$ cat src/rtl/color_fader_mc.sv
`default_nettype none
// +--------------------------------------------------------------------------+
// | Module      : color_fader_mc                                             |
// | Description : Multi-channel linear colour fader. A request latches the   |
// |               current colour as start and in_color as target, then steps |
// |               a frame index k from 0 to NUM_FRAMES once every            |
// |               FRAME_CYCLES clocks. Each channel shows                    |
// |               start + trunc((target - start) * k / NUM_FRAMES). A snap   |
// |               request jumps straight to the target.                      |
// | Option      : FADER_RETARGET_EN - when defined, requests are also        |
// |               accepted mid-fade and restart from the live colour.        |
// | Revision    : 1.0 - initial release                                      |
// +--------------------------------------------------------------------------+
module color_fader_mc #(
  parameter int NUM_CH       = 3,
  parameter int CH_W         = 8,
  parameter int FRAME_CYCLES = 5_000_000,
  parameter int NUM_FRAMES   = 30
) (
  input  logic                     clk,
  input  logic                     reset_n,
  input  logic                     in_valid,
  output logic                     in_ready,
  input  logic [NUM_CH*CH_W-1:0]   in_color,
  input  logic                     in_snap,
  output logic [NUM_CH*CH_W-1:0]   color_out,
  output logic                     busy,
  output logic                     done
);

  localparam logic [0:0] c_IDLE = 1'b0;
  localparam logic [0:0] c_FADE = 1'b1;

  // Frame-cycle counter width; a 1-cycle frame still needs one bit.
  localparam int c_CW = (FRAME_CYCLES > 1) ? $clog2(FRAME_CYCLES) : 1;
  localparam logic [c_CW-1:0] c_CYC_LAST = c_CW'(FRAME_CYCLES - 1);
  localparam logic [c_CW-1:0] c_CYC_ONE  = c_CW'(1);

  localparam logic [7:0] c_NF    = 8'(NUM_FRAMES);
  localparam logic [7:0] c_NF_M1 = 8'(NUM_FRAMES - 1);

  // Interpolation arithmetic width: signed delta (CH_W+1) times an 8-bit k.
  localparam int c_PW = CH_W + 10;
  localparam logic signed [c_PW-1:0] c_NF_S = c_PW'(NUM_FRAMES);

  logic [0:0]              r_state;
  logic [NUM_CH*CH_W-1:0]  r_start;
  logic [NUM_CH*CH_W-1:0]  r_target;
  logic [7:0]              r_k;
  logic [c_CW-1:0]         r_cyc;
  logic                    r_done;

  logic                    w_accept;

`ifdef FADER_RETARGET_EN
  assign in_ready = 1'b1;
`else
  assign in_ready = (r_state == c_IDLE);
`endif

  assign w_accept = in_valid && in_ready;
  assign busy     = (r_state == c_FADE);
  assign done     = r_done;

  // Per-channel interpolation. Signed division truncates toward zero, so a
  // down-fade never undershoots the target and the sum stays in range.
  genvar gi;
  generate
    for (gi = 0; gi < NUM_CH; gi++) begin : g_ch
      logic        [CH_W-1:0] w_st;
      logic        [CH_W-1:0] w_tg;
      logic signed [CH_W:0]   w_delta;
      logic signed [c_PW-1:0] w_delta_x;
      logic signed [c_PW-1:0] w_k_x;
      logic signed [c_PW-1:0] w_start_x;
      logic signed [c_PW-1:0] w_prod;

      assign w_st      = r_start[gi*CH_W +: CH_W];
      assign w_tg      = r_target[gi*CH_W +: CH_W];
      assign w_delta   = $signed({1'b0, w_tg}) - $signed({1'b0, w_st});
      assign w_delta_x = $signed({{(c_PW-CH_W-1){w_delta[CH_W]}}, w_delta});
      assign w_k_x     = $signed({{(c_PW-8){1'b0}}, r_k});
      assign w_start_x = $signed({{(c_PW-CH_W){1'b0}}, w_st});
      assign w_prod    = w_delta_x * w_k_x;
      assign color_out[gi*CH_W +: CH_W] = CH_W'(w_start_x + (w_prod / c_NF_S));
    end
  endgenerate

  // Request acceptance, frame stepping and completion pulse.
  always_ff @(posedge clk or negedge reset_n) begin
    if (!reset_n) begin
      r_state  <= c_IDLE;
      r_start  <= '0;
      r_target <= '0;
      r_k      <= c_NF;
      r_cyc    <= '0;
      r_done   <= 1'b0;
    end else begin
      r_done <= 1'b0;
      if (w_accept) begin
        // A new request always wins, including on the would-be final edge.
        r_start  <= color_out;
        r_target <= in_color;
        r_cyc    <= '0;
        if (in_snap) begin
          r_k     <= c_NF;
          r_state <= c_IDLE;
          r_done  <= 1'b1;
        end else begin
          r_k     <= 8'd0;
          r_state <= c_FADE;
        end
      end else if (r_state == c_FADE) begin
        if (r_cyc == c_CYC_LAST) begin
          r_cyc <= '0;
          r_k   <= r_k + 8'd1;
          if (r_k == c_NF_M1) begin
            r_state <= c_IDLE;
            r_done  <= 1'b1;
          end
        end else begin
          r_cyc <= r_cyc + c_CYC_ONE;
        end
      end
    end
  end

endmodule
`default_nettype wire

$ cat config.mk
export PLATFORM = sky130hd
export DESIGN_NAME = color_fader_mc
export DESIGN_NICKNAME = d
export VERILOG_FILES = /design/src/rtl/color_fader_mc.sv
export SDC_FILE = /design/constraint.sdc
export NUM_CORES = 1
export LEC_CHECK = 0
export ABC_AREA = 0
export CAP_MARGIN = 5
export CELL_PAD_IN_SITES_DETAIL_PLACEMENT = 1
export CELL_PAD_IN_SITES_GLOBAL_PLACEMENT = 2
export CORE_UTILIZATION = 40
export CTS_CLUSTER_SIZE = 14
export DETAILED_ROUTE_END_ITERATION = 12
export PLACE_DENSITY = 0.88
export SLEW_MARGIN = 25
export SYNTH_ARGS = -nofsm -noshare
export SYNTH_HDL_FRONTEND = slang
export SYNTH_SLANG_ARGS = --single-unit
export TNS_END_PERCENT = 20
$ cat constraint.sdc
create_clock -name clk -period 29.5 [get_ports clk]
set_clock_uncertainty 0.1 [all_clocks]
set_input_delay 8.85 -clock clk [delete_from_list [all_inputs] [get_ports clk]]
set_output_delay 8.85 -clock clk [all_outputs]
set_load 0.03 [all_outputs]
==> results.md <==
- Highest clock rate: 37.34 MHz
- Top Ports: 55
- Synth warn: 0
- Final wirelength: 63860 um
- Nets: 3142
- Post-DP HPWL: 51660 um
- Asr flop ratio synth: 100.0%
- Root buf cell: clkbuf_16
- Fin. max-slew vios: 0
- Max-cap violation count: 0
- Mean routed wirelength per cell: 18.48 um
- Worst r2r src: r_target[8]
- Synthesized area per cell: 7.698 um2
- Tightest Hold Check Type: flop to flop
- Post-Route Setup TNS: 0 ps
- DR vias/cell: 5.849
- CP most frequent cell: o21ai_0
- Antenna violations before repair: 1
- Pin count of the biggest net entering global routing: 52
- Critical Path End Type: output port
- Sink Count: 81
- Distinct cell type count after synthesis: 107
- Met2 WL: 30860 um
- Critical Path AT: 17830 ps
- Most common cell after layout, fill and taps aside: inv_1
- CTS tree: built
- H-tree depth: 3
- Reg clk slew, reported paths: 60 ps
- I/O Buffers: 54
- Commonest cells after routing, fill and taps aside: 345 x inv_1, 312 x nand2_1, 186 x fa_1, 165 x ha_1, 163 x nor2_1
- Row Count: 84
- Final Setup Violations: 0
- Slowest stage cell, crit path: clkdlybuf4s50_1
- Tcrit/Tclk final: 90.77%
- Iter 0 DRT Violations: 864
- First-pass GRT wire length: 106300 um
- Cell count after synthesis: 2768
- Crit path kind: flop to output port
- Hold_sp: r_target[5]
- Crit Path Max Fanout: 11
- Number of fill cells: 6522
- Slew margin rel.: 30.03%
- Initial core utilization: 40.55%
- DRC Markers: 0
- Highest Signal Layer: met5
- CTS Buffer Depth: 2
- WP data required: 20550 ps
- Max incr delay on CP: 800 ps
- Met1 WL: 30340 um
- Minimum clock period: 26780 ps
- Syn Nets: 3147
- Chip Width: 232.8 um
- GRT Resource Usage Total: 23.64%
- Critical Path Source: r_target[8]
- Cell Area, Synth: 21310 um2
- Number of synthesized register bits: 81
- Hold buffer count at cts: 0
- Clock Latency Late Sink: 350 ps
- Post-CTS Resized: 0
- TritonCTS buffer count: 9
- Met3 WL: 1844 um
- Post-synthesis sequential area ratio: 9.537%
- Main synth FF type: dfrtp_1
- Worst-Margin Slew: 1050 ps
- Critical path startpoint category: flop
- Congestion Overflow GR: 0
- Vias in the first global route: 21270
- Setup bufs post-CTS: 0
- EDFF count, synth: 0
- Hold Violations, Final: 0
- Outcome: completed
- RSZ-0062 raised after global routing: false
- Core ar.: 52550 um2
- Vias: 20220
- Die Y: 232.8 um
- Ant diodes: 0
- Placer's final routability congestion estimate: 0.8527
- Drt pass-1 iters: 5
- ANT nets after route: 0
- Die footprint: 54190 um2
- Synth-to-layout area growth: 7.094%
- Core Util, Final: 43.42%
- Share of cells above drive strength 1: 3.793%
## final cells by class
class,instances,area (um2),area share [%]
tap,688,860.8,3.773
inverter,345,1295,5.675
clock inverter,5,61.31,0.2687
multi-input combinational,2258,17670,77.45
timing repair buffer,68,643.1,2.818
clock buffer,11,252.7,1.108
sequential,81,2032,8.905
## kinds of logic after synthesis
kind of cell / count (synthesis) / share of synthesized area (%)
AO/OA/AOI/OAI: 730 / 24.03
XOR/XNOR: 159 / 6.894
adder cells (fa/ha/maj): 354 / 27.31
buffers and inverters: 429 / 7.587
flip-flops: 81 / 9.537
multiplexers: 21 / 1.069
AND/OR/NAND/NOR: 994 / 23.58
## final timing paths
kind,cells after the start,slack [ps],end
max in group asynchronous,2,19920,r_target[12]
worst max register to register,60,12410,r_start[15]
min in group asynchronous,1,8330,r_cyc[14]
worst max-delay path,59,2720,color_out[15]
worst min-delay path,2,390,r_target[5]
worst min register to register,2,390,r_target[5]
## sequential cells by signal, indices dropped and copies added, names as in the netlist
signal	count
busy	1
r_cyc	23
done	1
r_start	24
r_k	8
r_target	24
## metrics by stage
stage	hold WS (ps)	area, um2	worst slack, ps	std cells
6_report	387.9	22820	2722	3456
5_1_grt	418.6	22820	1246	3456
4_1_cts	394.3	22810	2795	3456
3_5_place_dp	379.5	22500	3208	3440
3_3_place_gp	364.3	22500	3916	3440
2_1_floorplan	349.7	21310	6635	2768
## routing by layer
layer / GRT usage [%] / up-vias
li1: - / 9703
met1: 31.76 / 10210
met2: 41.38 / 242
met3: 2.279 / 61
met4: 3.901 / 2
met5: 0 / -
## synthesized netlist by cell type (40+ instances only)
library cell	instances	share of area (%)
inv_1	345	6.1
nand2_1	312	5.5
fa_1	186	17
ha_1	165	9.7
nor2_1	163	2.9
o21ai_0	153	3.6
a21oi_1	131	3.1
xnor2_1	100	4.1
and2_1	98	2.9
dfrtp_1	77	9.0
clkbuf_1	76	1.3
nor3_1	69	1.6
nand3_1	68	1.6
xor2_1	53	2.2
a21o_1	49	1.7
a211oi_1	45	1.6
and3_1	43	1.3
nand2b_1	40	1.2
## worst max-delay path: cells and delay by family (launching register included)
kind            cells  cell delay [ps]
compound gates     26             7030
xor+xnor            3              620
fa+ha+maj           9             3410
buf+inv             5             1490
flops               1              360
mux                 2             1110
simple gates       14             3440
Power is not shown: default switching activity piles up to over one toggle a cycle in this logic, so the estimate is an artifact.
